--- config.mk ---
export PLATFORM = sky130hd
export DESIGN_NAME = instr_fetch_unit
export DESIGN_NICKNAME = d
export VERILOG_FILES = /design/src/rtl/instr_fetch_unit_pkg.sv /design/src/rtl/instr_fetch_unit_fetch_pc_reg.sv /design/src/rtl/instr_fetch_unit.sv
export SDC_FILE = /design/constraint.sdc
export NUM_CORES = 1
export LEC_CHECK = 0
export ABC_CLOCK_PERIOD_IN_PS = 3150
export CAP_MARGIN = 40
export CORE_MARGIN = 5
export CORE_UTILIZATION = 43
export DETAILED_ROUTE_END_ITERATION = 16
export HOLD_SLACK_MARGIN = 0.08
export MAX_ROUTING_LAYER = met4
export PLACE_DENSITY = 0.81
export SETUP_SLACK_MARGIN = 0.5
export SLEW_MARGIN = 20
export SYNTH_ARGS = -nofsm -noshare
export SYNTH_HDL_FRONTEND = slang
export SYNTH_HIERARCHICAL = 1
export SYNTH_SLANG_ARGS = --single-unit
--- constraint.sdc ---
create_clock -name i_clk -period 3.15 [get_ports i_clk]
set_input_delay 0.7875 -clock i_clk [delete_from_list [all_inputs] [get_ports i_clk]]
set_output_delay 0.7875 -clock i_clk [all_outputs]
set_load 0.02 [all_outputs]
--- src/rtl/instr_fetch_unit_pkg.sv ---
// Shared types and constants for the instruction fetch stage.
package instr_fetch_unit_pkg;

    typedef enum logic [2:0] {
        S_IDLE,
        S_REQ,
        S_WAIT,
        S_VALID,
        S_HALT
    } fetch_state_e;

    // addi x0, x0, 0 -- presented to decode whenever no fetched word is held
    localparam logic [31:0] NOP_INSTR            = 32'h0000_0013;
    localparam logic [31:0] DEFAULT_RESET_VECTOR = 32'h0000_0000;
    localparam int unsigned DEFAULT_MAX_WAIT     = 255;

endpackage

--- src/rtl/instr_fetch_unit_fetch_pc_reg.sv ---
// Program counter register with next-PC selection and redirect alignment check.
module fetch_pc_reg
    import instr_fetch_unit_pkg::*;
#(
    parameter logic [31:0] RESET_VECTOR = DEFAULT_RESET_VECTOR
) (
    input  logic        clk,
    input  logic        rst,
    input  logic        load,
    input  logic        pc_sel,
    input  logic [31:0] alu_data,
    output logic [31:0] pc,
    output logic [31:0] pc_four,
    output logic        target_misaligned
);

    logic [31:0] next_pc;

    // Sequential PC, redirect target (low bits forced to zero) and alignment flag.
    always_comb begin
        pc_four           = pc + 32'd4;
        target_misaligned = pc_sel && (alu_data[1:0] != 2'b00);
        next_pc           = pc_sel ? {alu_data[31:2], 2'b00} : pc_four;
    end

    // A misaligned redirect never updates the PC; the fetch FSM halts instead.
    always_ff @(posedge clk or posedge rst) begin
        if (rst) begin
            pc <= RESET_VECTOR;
        end else if (load && !target_misaligned) begin
            pc <= next_pc;
        end
    end

endmodule

--- src/rtl/instr_fetch_unit.sv ---
// Fetch stage: one outstanding imem read at a time, valid/ready hand-off to decode,
// branch/jump redirects, sticky misalignment and memory-timeout errors.
//
// Handshake: o_instr_valid/o_instr form a valid/ready source. While o_instr_valid=1
// o_instr and o_pc stay stable until a cycle with i_instr_ready=1, which is the
// transfer; i_pc_sel/i_alu_data are only looked at in that transfer cycle.
// Memory side: o_imem_req is a one-cycle pulse; the reply is accepted only in S_WAIT.
module instr_fetch_unit
    import instr_fetch_unit_pkg::*;
#(
    parameter logic [31:0] RESET_VECTOR = DEFAULT_RESET_VECTOR,
    parameter int unsigned MAX_WAIT     = DEFAULT_MAX_WAIT
) (
    input  logic         i_clk,
    input  logic         i_reset,
    input  logic         i_instr_ready,
    input  logic         i_pc_sel,
    input  logic [31:0]  i_alu_data,
    output logic         o_imem_req,
    output logic [31:0]  o_imem_addr,
    input  logic         i_imem_rvalid,
    input  logic [31:0]  i_imem_rdata,
    output logic [31:0]  o_pc,
    output logic [31:0]  o_pc_four,
    output logic [31:0]  o_instr,
    output logic         o_instr_valid,
    output logic         o_misalign,
    output logic         o_fetch_err,
    output fetch_state_e o_state
);

    localparam logic [7:0] WD_LIMIT = 8'(MAX_WAIT);

    fetch_state_e state, state_next;
    logic [7:0]   watchdog, watchdog_next;
    logic         consume, capture, misalign_set, err_set;
    logic         target_misaligned;

    fetch_pc_reg #(
        .RESET_VECTOR(RESET_VECTOR)
    ) u_pc_reg (
        .clk              (i_clk),
        .rst              (i_reset),
        .load             (consume),
        .pc_sel           (i_pc_sel),
        .alu_data         (i_alu_data),
        .pc               (o_pc),
        .pc_four          (o_pc_four),
        .target_misaligned(target_misaligned)
    );

    // Next-state logic, watchdog update and one-cycle event strobes.
    always_comb begin
        state_next    = state;
        watchdog_next = watchdog;
        consume       = 1'b0;
        capture       = 1'b0;
        misalign_set  = 1'b0;
        err_set       = 1'b0;
        case (state)
            S_IDLE: state_next = S_REQ;
            S_REQ: begin
                state_next    = S_WAIT;
                watchdog_next = '0;
            end
            S_WAIT: begin
                if (i_imem_rvalid) begin
                    capture    = 1'b1;
                    state_next = S_VALID;
                end else begin
                    watchdog_next = watchdog + 8'd1;
                    if (watchdog_next == WD_LIMIT) begin
                        err_set    = 1'b1;
                        state_next = S_HALT;
                    end
                end
            end
            S_VALID: begin
                if (i_instr_ready) begin
                    if (target_misaligned) begin
                        misalign_set = 1'b1;
                        state_next   = S_HALT;
                    end else begin
                        consume    = 1'b1;
                        state_next = S_REQ;
                    end
                end
            end
            S_HALT:  state_next = S_HALT;
            default: state_next = S_IDLE;
        endcase
    end

    // State, watchdog, captured instruction and sticky error flags.
    always_ff @(posedge i_clk or posedge i_reset) begin
        if (i_reset) begin
            state       <= S_IDLE;
            watchdog    <= '0;
            o_instr     <= NOP_INSTR;
            o_misalign  <= 1'b0;
            o_fetch_err <= 1'b0;
        end else begin
            state    <= state_next;
            watchdog <= watchdog_next;
            if (capture) begin
                o_instr <= i_imem_rdata;
            end
            if (misalign_set) begin
                o_misalign <= 1'b1;
            end
            if (err_set) begin
                o_fetch_err <= 1'b1;
            end
        end
    end

    // Outputs decoded from the registered state.
    always_comb begin
        o_imem_req    = (state == S_REQ);
        o_instr_valid = (state == S_VALID);
        o_imem_addr   = o_pc;
        o_state       = state;
    end

endmodule

-- Yosys cells after proc, flatten, opt, wreduce, memory -nomap -nowiden
Index checks and enable logic that the tools add are counted.
- flip-flop bits (word level): 77
- input port bits: 69
- word-level logic and storage cells: 43
- output and inout bits: 135
- equal/unequal tests: 8
- $add $sub $neg: 2
- reduce and logical (&&, ||, !) cells: 8
- multiplexer cells: 19
- operators with widths (kind ; count):
    adder 32 x 3 -> 32 bit, second input constant ; 1
    two-way mux 32 bit ; 1
    case mux 8 bit (2 select lines) ; 1
    case mux 3 bit (5 select lines) ; 1
    two-way mux 3 bit ; 4
    two-way mux 1 bit ; 11
    adder 8 x 1 -> 8 bit, second input constant ; 1
    == test 8 bit, second input constant ; 1
    two-way mux 8 bit ; 1
    == test 3 x 2 -> 1 bit, second input constant ; 2
    != test 2 bit, second input constant ; 2
    AND reduction 2 bit ; 2
    nonzero test 2 bit ; 2
    == test 3 x 1 -> 1 bit, second input constant ; 1
    == test 3 bit, second input constant ; 1
    logical NOT 3 bit ; 1
    != test 3 bit, second input constant ; 1
    logical AND 1 bit ; 2
    logical NOT 1 bit ; 1

-- Longest topological paths before layout
Gate-level depths: netlist of the first run.
- word-level depth: 6
- depth in mapped cells: 9
- depth with buffers taken out: 7

-- Cells and area by module
The synthesis of the first run kept the hierarchy.
- modules (own cells, without submodules) (module ; cells an instance ; seq. area each (µm²) ; area an instance (µm²) ; instances):
    fetch_pc_reg ; 317 ; 750.7 ; 2518.7 ; 1
    instr_fetch_unit ; 184 ; 1129.8 ; 2178.3 ; 1

-- Worst setup path after synthesis of the first run
No wires, ideal clock.
- path type: register -> output
- start point: reg u_pc_reg.pc[3]
- end point: out o_pc_four[26]
- buffers on the path: 1
- stages on the path, launching flop included: 7
- data required time: 2.362 ns
- path slack: -0.025 ns
- data arrival time: 2.387 ns
- cell sequence: dfrtp_1 -> ha_1 -> nand3_2 -> or4_1 -> buf_2 -> or3_4 -> xnor2_1
- cells in the longest elaborated chain, start to end: 1
- ends and longest elaborated chain (item ; RTL line ; text):
    start, declared ; instr_fetch_unit_fetch_pc_reg.sv:12 ; output logic [31:0] pc,
    start signal, assigned ; instr_fetch_unit_fetch_pc_reg.sv:31 ; pc <= next_pc;
    adder 32 x 3 -> 32 bit ; instr_fetch_unit_fetch_pc_reg.sv:21 ; pc_four = pc + 32'd4;
    end, declared ; instr_fetch_unit.sv:24 ; output logic [31:0] o_pc_four,
Every way passes these cells.

-- Final worst setup path of the first run
- start point: reg u_pc_reg.pc[2]
- end point: out o_pc_four[24]
Same word-level chain as after synthesis.

==> results of run 1 <==
==> layer usage <==
metal	track usage [%]	wire length [um]
met5	-	0
met4	8.79	495
met3	5.50	1380
met2	41.8	8450
met1	29.1	6760
==> final cells by class <==
type                            count  area (sq um)
Sequential cell                    75          1890
Clock buffer                       11           131
Timing Repair Buffer              282          2630
Tap cell                          140           175
Multi-Input combinational cell    338          2760
Clock inverter                      5           103
Fill cell                         729          3030
Inverter                           21          78.8
==> Yosys cell counts, drive strengths merged, types with 2 or more instances <==
library cell | number | area [sq um]
dfrtp | 72 | 1800
buf | 50 | 349
nand2 | 35 | 131
mux2 | 32 | 360
nand3 | 30 | 160
nor2 | 26 | 97.6
o21ai | 23 | 115
clkbuf | 20 | 75.1
inv | 20 | 75.1
xnor2 | 18 | 158
a21oi | 14 | 70.1
a31oi | 14 | 87.6
nor3 | 14 | 86.3
xor2 | 11 | 96.3
nor4 | 10 | 75.1
mux2i | 8 | 80.1
o311ai | 8 | 70.1
or4 | 8 | 63.8
nand4 | 7 | 58.8
o211ai | 6 | 50.1
a22oi | 5 | 37.5
nor2b | 5 | 31.3
o2bb2ai | 5 | 43.8
or3 | 5 | 36.3
a21boi | 4 | 30.0
nand3b | 4 | 30.0
o31ai | 4 | 30.0
or2 | 4 | 25.0
a311o | 3 | 30.0
and3 | 3 | 18.8
and4 | 3 | 26.3
dfstp | 3 | 78.8
ha | 3 | 37.5
nor3b | 3 | 22.5
o21a | 3 | 22.5
a22o | 2 | 17.5
and2 | 2 | 12.5
nand2b | 2 | 12.5
==> worst max path at each step <==
stage,startpoint,cells past startpoint,slack (ns),endpoint
floorplan,u_pc_reg/pc[5],6,0.36,o_pc_four[26]
global placement,u_pc_reg/pc[3],6,0.02,o_pc_four[24]
detailed placement,u_pc_reg/pc[3],6,-0.008,o_pc_four[24]
CTS,u_pc_reg/pc[2],7,0.06,o_pc_four[27]
global route,u_pc_reg/pc[2],6,0.07,o_pc_four[24]
finish,u_pc_reg/pc[2],6,0.11,o_pc_four[24]
==> critical path, cell delays in order (launching register included) <==
cell,delay [ns]
dfrtp_2,0.41
ha_4,0.17
nand3_4,0.09
or4_4,0.51
or3_4,0.42
xnor2_4,0.17
buf_6,0.14
==> cells in the final DEF, fill, tap and decap left out, types with 14 or more instances in the layout <==
cell	synthesis	routed
nor2_1	26	24
mux2_2	31	31
clkdlybuf4s50_1	0	167
o21ai_0	22	22
buf_4	36	83
nand3_1	28	22
dfrtp_1	72	63
a31oi_1	14	14
nand2_1	35	32
inv_1	20	18
a21oi_1	14	14
buf_6	2	18
==> power groups by stage <==
stage	sequential, mW	combinational (mW)	clock [mW]
after floorplan	2.12	1.73	0
after global placement	1.62	3.83	0
after detailed placement	1.65	3.88	0
after CTS	1.64	3.90	0.912
after global routing	1.70	4.35	0.964
final	1.65	4.13	0.901
==> what timing repair did <==
item | in CTS | in global routing
pin swaps | 16 | 22
setup endpoints to repair | 30 | 27
resized for setup | 145 | 60
buffers inserted | 11 | 16
==> state kept, by name, indices dropped and copies added (netlist names) <==
register,flops
watchdog,8
u_pc_reg/pc,30
o_instr,32
o_fetch_err,1
o_misalign,1
o_state,3
==> cells by family (layout without fill, tap and decap cells) <==
family,count (synthesis),after routing,synth area share [%]
AND/OR/NAND/NOR,164,164,19.5
AO/OA/AOI/OAI,98,98,14.1
buffers and inverters,91,319,10.7
flip-flops,75,75,40.0
multiplexers,40,40,9.38
XOR/XNOR,29,29,5.41
adder cells (fa/ha/maj),3,3,0.799
other,1,4,0.0798
==> results by group, run 1 <==
STA
  • Final worst path period need: 3.04 ns
  • Hold WS: 0.478 ns
  • Setup TNS: 0 ns
  • Final worst setup slack: approximately 0.11 ns
  • Fmax: 329 MHz
  • Relative slew slack: 59.9%
  • Fin crit share: 96.4%
  • Final setup fails: 0
  • Clk_skew: 0.0121 ns
  • RSZ-0062 raised after global routing: yes
  • Max Slew Vio Count: 0
  • Hold Vio Cnt, Final: 0
  • Worst slew pin tran: 0.602 ns

Logic synthesis
  • Syn Inst Count: 501
  • Synth Flop Type: dfrtp_1
  • FFs w/ async S/R, synth: 100%
  • Syn. warnings: 6
  • Seq/Total Area, Yosys: 40.0%
  • Post-Syn Area: 4700 sq um
  • EDFF count, synth: 0
  • Post-Syn Area per Cell: 9.38 sq um
  • Count of cell types in the netlist: 64
  • Flops & latches, synth: 75

Power
  • Leak: about 3.3 nW
  • Pwr/cell area: 859 nW/um^2
  • Sequential share of power: 24.7%
  • Tot Pwr: 6.68 mW
  • Worst VDD drop: 599 uV
  • Switching share of power: 42.6%
  • Psw: 2.85 mW
  • Clock power frac: 13.5%
  • Internal power: approximately 3.8 mW
  • Gate power share: 61.8%

Clocking
  • Worst-path clk slew: 0.08 ns
  • CTS tree: yes
  • Clk root buf: clkbuf_8
  • Sink Count: 75
  • Total CTS buffers: 9
  • Clock Latency Late Sink: between 0.3 and 0.4 ns
  • # H-tree levels: 3
  • CTS Buffer Depth: 2
  • Post-CTS Hold Buffers: 0

Cells and area
  • Core Util, Final: a little under three quarters
  • Area grow syn2layout: 65.4%
  • Fin area: 7770 sq um
  • Final cell count without fillers: 872
  • Final nets: 799
  • Layout cells sized above 1: 31.8%
  • Inserted Diodes: 0

Critical path
  • Worst r2r dst: u_pc_reg/pc[18]
  • Critical path class: reg -> out
  • Worst reg2reg path startpoint: u_pc_reg/pc[6]
  • Reg2reg setup slack: around 0.94 ns
  • Reg2Reg Depth: 6
  • CP Data Required Time: 2.36 ns
  • Worst Path Max Fanout: 3
  • Setup crit start kind: flop
  • Critical path endpoint category: output pin
  • Crit path DAT: 2.25 ns

Run status
  • Status: complete, no violations

Route
  • DRC: 0
  • Vias per cell: 5.68
  • First DRT Iteration DRCs: 480
  • Antenna Nets Post-Route: 0
  • DR pass1 iterations: 5
  • Post-Route WL: 17100 um
  • Vias: just under 5000
  • Post-DR wirelength/cell: 19.6 um

Global routing
  • Largest net degree at the start of global routing: 59
  • GRT Util Overall: 24.8%
  • Vias in the first global route: 5014
  • Global-route wire length before repair: 25400 um
  • Total grt overflow: 0
  • Initial antenna violation count: 0

Worst hold path
  • Hold Path End: o_misalign
  • Worst Hold Depth: 1
  • Worst Hold Class: reg -> reg
  • Hold_sp: o_misalign

Placement
  • Post-Place Setup Slack: -0.00850 ns
  • Routability congestion estimate: 0.886
  • Dpl cell area: 7030 sq um
  • Hpwl dp: 11700 um
  • DP Cell Count: 829
  • Port Buffers: 197

Job
  • Max Cap Viol: 0

Floorplanning
  • Die Y: 115 um
  • Chip width: 115 um
  • Core area: 10800 sq um
  • # rows: 38
  • I/O pins: 204
  • Total die area: 13100 sq um
  • Initial core utilization: a little over two fifths
No activity file was read; power rests on OpenSTA's default activity.
==> run 2, diff against run 1 <==
Settings changed: RECOVER_POWER from default to 25.
==> results by group, run 2 (same netlist as run 1, synthesis figures left out) <==
Floorplanning
  • Core area: 10800 sq um (unchanged)
  • # rows: 38 (unchanged)
  • I/O pins: 204 (unchanged)
  • Initial core utilization: 43.5% (unchanged)
  • Chip width: 115 um (unchanged)
  • Die Y: 115 um (unchanged)
  • Total die area: 13100 sq um (unchanged)

STA
  • Max Slew Vio Count: 31 (was 0)
  • Final worst path period need: 3.04 ns (about the same)
  • RSZ-0062 raised after global routing: yes (unchanged)
  • Fmax: 329 MHz (about the same)
  • Worst slew pin tran: 1.79 ns (was 0.602 ns)
  • Hold WS: 0.478 ns (about the same)
  • Fin crit share: 96.5% (was 96.4%)
  • Setup TNS: 0 ns (unchanged)
  • Hold Vio Cnt, Final: 0 (unchanged)
  • Final setup fails: 0 (unchanged)
  • Clk_skew: 0.0111 ns (was 0.0121 ns)
  • Relative slew slack: -19.1% (was 59.9%)

Clocking
  • Sink Count: 75 (unchanged)
  • Clk root buf: clkbuf_8 (unchanged)
  • Worst-path clk slew: 0.08 ns (about the same)
  • CTS Buffer Depth: 2 (unchanged)
  • # H-tree levels: 3 (unchanged)
  • Total CTS buffers: 9 (unchanged)
  • Clock Latency Late Sink: 0.35 ns (about the same)
  • CTS tree: yes (unchanged)

Cells and area
  • Most common cell after layout, fill and taps aside: clkdlybuf4s50_1 (unchanged)
  • Layout cells sized above 1: 31.7% (was 31.8%)
  • Biggest register: o_instr (unchanged)
  • Fillers: 732 (was 729)
  • Fin area: 7760 sq um (was 7770 sq um)
  • Core Util, Final: 71.9% (was 72.0%)
  • Final nets: 799 (unchanged)
  • Most frequent cells in the layout: clkdlybuf4s50_1, buf_4, dfrtp_1, nand2_1, mux2_2 (unchanged)
  • Final cell count without fillers: 872 (unchanged)
  • Number of flip-flops in the largest register: 32 (unchanged)
  • Largest regs: o_instr: 32 flops, u_pc_reg/pc: 30 flops, watchdog: 8 flops (unchanged)
  • Area grow syn2layout: 65.2% (was 65.4%)
  • Inserted Diodes: 0 (unchanged)

Placement
  • Routability congestion estimate: 0.886 (unchanged)
  • Hpwl dp: 11700 um (unchanged)
  • Port Buffers: 197 (unchanged)
  • Dpl cell area: 7030 sq um (unchanged)
  • DP Cell Count: 829 (unchanged)

Route
  • Post-DR wirelength/cell: 19.5 um (was 19.6 um)
  • First DRT Iteration DRCs: 529 (was 480)
  • DRC: 0 (unchanged)
  • Antenna Nets Post-Route: 0 (unchanged)
  • DR pass1 iterations: 6 (was 5)
  • Post-Route WL: 17000 um (was 17100 um)
  • Vias: 4934 (was 4949)
  • Vias per cell: 5.66 (was 5.68)

Worst hold path
  • Worst Hold Depth: 1 (unchanged)
  • Worst Hold Class: reg -> reg (unchanged)

Global routing
  • Initial antenna violation count: 0 (unchanged)
  • Total grt overflow: 0 (unchanged)
  • Vias in the first global route: 5014 (unchanged)
  • Global-route wire length before repair: 25400 um (unchanged)
  • GRT Util Overall: 24.8% (unchanged)
  • Largest net degree at the start of global routing: 59 (unchanged)

Power
  • Worst VDD drop: 597 uV (was 599 uV)
  • Pwr/cell area: 860 nW/um^2 (was 859 nW/um^2)
  • Leak: 3.25 nW (was 3.26 nW)

Run status
  • Status: finished, violations left (was complete, no violations)
  • Failing checks: max-capacitance violations, max-slew violations

Critical path
  • Worst path cell trace: ha_4 -> nand3_4 -> or4_4 -> or3_4 -> xnor2_4 -> buf_6 (unchanged)
  • Worst path slowest cell: or4_4 (unchanged)
  • Setup crit start kind: flop (unchanged)
  • Critical path endpoint category: output pin (unchanged)
  • Reg2Reg Depth: 6 (unchanged)
  • Max incr delay on CP: 0.51 ns (about the same)
  • Worst Path Max Fanout: 3 (unchanged)
  • CP Data Required Time: 2.36 ns (about the same)
  • Crit path DAT: 2.25 ns (about the same)
  • Critical path class: reg -> out (unchanged)

Job
  • Max Cap Viol: 1 (was 0)
[run 2: changes by cell type in the layout (fill, tap and decap cells not counted)]
cell             delta
clkbuf_2            +1
clkbuf_1            +1
dlygate4sd3_1       +1
clkdlybuf4s50_1     -1
buf_4               -2
[run 2: repair_timing]
action                                  CTS  global route
endpoints found under the hold margin     0             0
endpoints found under the setup margin   30            27
pin swaps                                16            22
cloned                                    0             0
buffers inserted                         11            16
gates resized for setup                 145            60
hold buffers                              0             0
[run 2: final timing paths]
kind / from / to / slack (ns)
min in group asynchronous: i_reset / o_instr[14] / 1.23
worst max-delay path: u_pc_reg/pc[2] / o_pc_four[24] / 0.11
worst min-delay path: o_misalign / o_misalign / 0.48
worst max register to register: u_pc_reg/pc[6] / u_pc_reg/pc[18] / 0.91
max in group asynchronous: i_reset / u_pc_reg/pc[4] / 0.44
worst min register to register: o_misalign / o_misalign / 0.48
[run 2: per-layer routing]
metal  track usage [%]  part of all wire [%]  vias to the layer above
li1                  -                     -                     2208
met1              29.1                    39                     2377
met2              41.8                    50                      299
met3              5.50                   8.4                       50
met4              8.79                   2.9                        0
met5                 -                     0                        -
[run 2: worst max-delay path, delay by kind of cell, from the launching register on]
| family | cells | cell delay, ns |
|---|---|---|
| flip-flops | 1 | 0.41 |
| adder cells (fa/ha/maj) | 1 | 0.17 |
| XOR/XNOR | 1 | 0.17 |
| AND/OR/NAND/NOR | 3 | 1.02 |
| buffers and inverters | 1 | 0.14 |
[run 2: area by class of cell]
cell class / instances / area [sq um] / area share (%)
clock buffer: 11 / 131 / 1.69
clock inverter: 5 / 103 / 1.32
inverter: 21 / 78.8 / 1.02
multi-input combinational: 338 / 2760 / 35.6
sequential: 75 / 1890 / 24.4
tap: 140 / 175 / 2.26
timing repair buffer: 282 / 2620 / 33.7
[run 2: per-stage QoR]
stage               total power [mW]  setup WS, ns
finish                          6.67         0.110
global route                    7.01        0.0665
CTS                             6.45        0.0592
detailed placement              5.53      -0.00850
global placement                5.45        0.0188
floorplan                       3.84         0.357
[run 2: power breakdown]
part	switching (mW)	leakage [nW]	internal [mW]	total, mW
clock	0.376	0.114	0.526	0.902
combinational	2.17	2.29	1.95	4.12
sequential	0.294	0.855	1.35	1.65
==> run 3, diff against run 2 <==
Settings changed: CORE_MARGIN 5 to default, CORE_UTILIZATION 43 to 60, DONT_BUFFER_PORTS from default to 1, PLACE_DENSITY 0.81 to 0.76.
==> results by group, run 3 (same netlist as run 1, synthesis figures left out) <==
Power
  • Leak: 2.40 nW (was 3.25 nW)
  • Pwr/cell area: 943 nW/um^2 (was 860 nW/um^2)
  • Worst VDD drop: 522 uV (was 597 uV)

Run status
  • Status: finished, violations left (unchanged)
  • Failing checks: max-capacitance violations, max-slew violations (unchanged)

Clocking
  • CTS tree: yes (unchanged)
  • Post-CTS Hold Buffers: 0 (unchanged)
  • CTS Buffer Depth: 2 (unchanged)
  • Worst-path clk slew: 0.08 ns (about the same)
  • # H-tree levels: 3 (unchanged)
  • Clock Latency Late Sink: 0.35 ns (about the same)
  • Clk root buf: clkbuf_8 (unchanged)
  • Total CTS buffers: 9 (unchanged)
  • Sink Count: 75 (unchanged)

Cells and area
  • Biggest register: o_instr (unchanged)
  • Largest regs: o_instr: 32 flops, u_pc_reg/pc: 30 flops, watchdog: 8 flops (unchanged)
  • Most frequent cells in the layout: dfrtp_1, buf_4, nand2_1, mux2_2, nor2_1 (was clkdlybuf4s50_1, buf_4, dfrtp_1, nand2_1, mux2_2)
  • Final cell count without fillers: 627 (was 872)
  • Inserted Diodes: 0 (unchanged)
  • Area grow syn2layout: 22.6% (was 65.2%)
  • Number of flip-flops in the largest register: 32 (unchanged)
  • Layout cells sized above 1: 37.5% (was 31.7%)
  • Final nets: 595 (was 799)
  • Core Util, Final: 77.7% (was 71.9%)

Route
  • Post-DR wirelength/cell: 21.7 um (was 19.5 um)
  • DRC: 0 (unchanged)
  • Antenna Nets Post-Route: 0 (unchanged)
  • Wire length on met3: 1420 um (was 1430 um)
  • First DRT Iteration DRCs: 274 (was 529)
  • Routed metal-1 wirelength: 5040 um (was 6640 um)
  • Vias: 4184 (was 4934)
  • Metal2 WL: 6750 um (was 8460 um)
  • DR top layer: met4 (unchanged)
  • Post-Route WL: 13600 um (was 17000 um)
  • DR pass1 iterations: 5 (was 6)
  • Vias per cell: 6.67 (was 5.66)

STA
  • Max Slew Vio Count: 77 (was 31)
  • Clk_skew: 0.0101 ns (was 0.0111 ns)
  • Fin crit share: 95.0% (was 96.5%)
  • RSZ-0062 raised after global routing: yes (unchanged)
  • Final setup fails: 0 (unchanged)
  • Fmax: 334 MHz (was 329 MHz)
  • Hold Vio Cnt, Final: 0 (unchanged)
  • Relative slew slack: -50.2% (was -19.1%)
  • Setup TNS: 0 ns (unchanged)
  • Worst slew pin tran: 2.25 ns (was 1.79 ns)
  • Final worst path period need: 2.99 ns (was 3.04 ns)

Global routing
  • GRT Util Overall: 32.0% (was 24.8%)
  • Global-route wire length before repair: 20100 um (was 25400 um)
  • Largest net degree at the start of global routing: 61 (was 59)
  • Total grt overflow: 0 (unchanged)
  • Initial antenna violation count: 0 (unchanged)
  • Vias in the first global route: 3946 (was 5014)

Critical path
  • Crit path DAT: 2.21 ns (was 2.25 ns)
  • Worst reg2reg path startpoint: o_state[2] (was u_pc_reg/pc[6])
  • CP Data Required Time: 2.36 ns (about the same)
  • Reg2reg setup slack: 0.68 ns (was 0.91 ns)
  • Setup crit start kind: flop (unchanged)
  • Worst Path Max Fanout: 4 (was 3)
  • Critical path class: reg -> out (unchanged)
  • Critical path endpoint category: output pin (unchanged)
  • Setup crit start: u_pc_reg/pc[11] (was u_pc_reg/pc[2])

Worst hold path
  • Hold_sp: watchdog[7] (was o_misalign)
  • Worst Hold Class: reg -> reg (unchanged)

Floorplanning
  • Chip width: 90.5 um (was 115 um)
  • Initial core utilization: 63.4% (was 43.5%)
  • Die Y: 90.5 um (was 115 um)
  • I/O pins: 204 (unchanged)
  • # rows: 31 (was 38)
  • Core area: 7410 sq um (was 10800 sq um)
  • Total die area: 8190 sq um (was 13100 sq um)

Placement
  • DP Cell Count: 584 (was 829)
  • Port Buffers: 0 (was 197)
  • Routability congestion estimate: 0.949 (was 0.886)
  • Hpwl dp: 8700 um (was 11700 um)

Job
  • Max Cap Viol: 2 (was 1)
[run 3: repair_timing]
action | in CTS | in global routing
setup endpoints to repair | 20 | 21
buffers inserted | 13 | 14
pin swaps | 15 | 20
resized for setup | 32 | 37
[run 3: worst paths after layout]
kind / to / cells after the start
min in group asynchronous: u_pc_reg/pc[8] / 2
worst max register to register: u_pc_reg/pc[29] / 6
worst max-delay path: o_pc_four[24] / 4
max in group asynchronous: watchdog[3] / 2
worst min-delay path: watchdog[7] / 1
worst min register to register: watchdog[7] / 1
[run 3: worst max-delay path: stages, from the launching register on]
cell and delay, ns:
dfrtp_1 0.42, nand2_1 0.22, or4_4 0.55, or3_4 0.43, xnor2_4 0.24
[run 3: report_power, final]
| part | total, mW | internal (mW) | switching (mW) |
|---|---|---|---|
| registers | 1.96 | 1.36 | 0.609 |
| logic | 2.60 | 0.962 | 1.63 |
| clock network | 0.870 | 0.476 | 0.394 |
| total | 5.43 | 2.79 | 2.64 |
[run 3: routing by layer]
layer  up-vias  global-route usage [%]
met1      2030                    38.2
met3        39                    6.90
met4         0                    13.8
li1       1798                       -
met2       317                    52.2
met5         -                       -
[run 3: area by class of cell]
cell class	count	area (sq um)
repair buffers	78	664
well taps	99	124
multi-input cells	338	2770
clock buffers	10	138
clock inverters	6	95.1
flip-flops and latches	75	1890
inverters	21	78.8
fillers	490	1650
[run 3: metrics by stage]
stage	area (sq um)	worst slack (ns)	hold slack (ns)	power [mW]
2_1_floorplan	4890	0.357	0.445	3.84
3_3_place_gp	4960	0.449	0.462	4.16
3_5_place_dp	4960	0.402	0.495	4.25
4_1_cts	5460	0.150	0.405	5.25
5_1_grt	5760	0.0958	0.520	5.69
6_report	5760	0.157	0.487	5.43
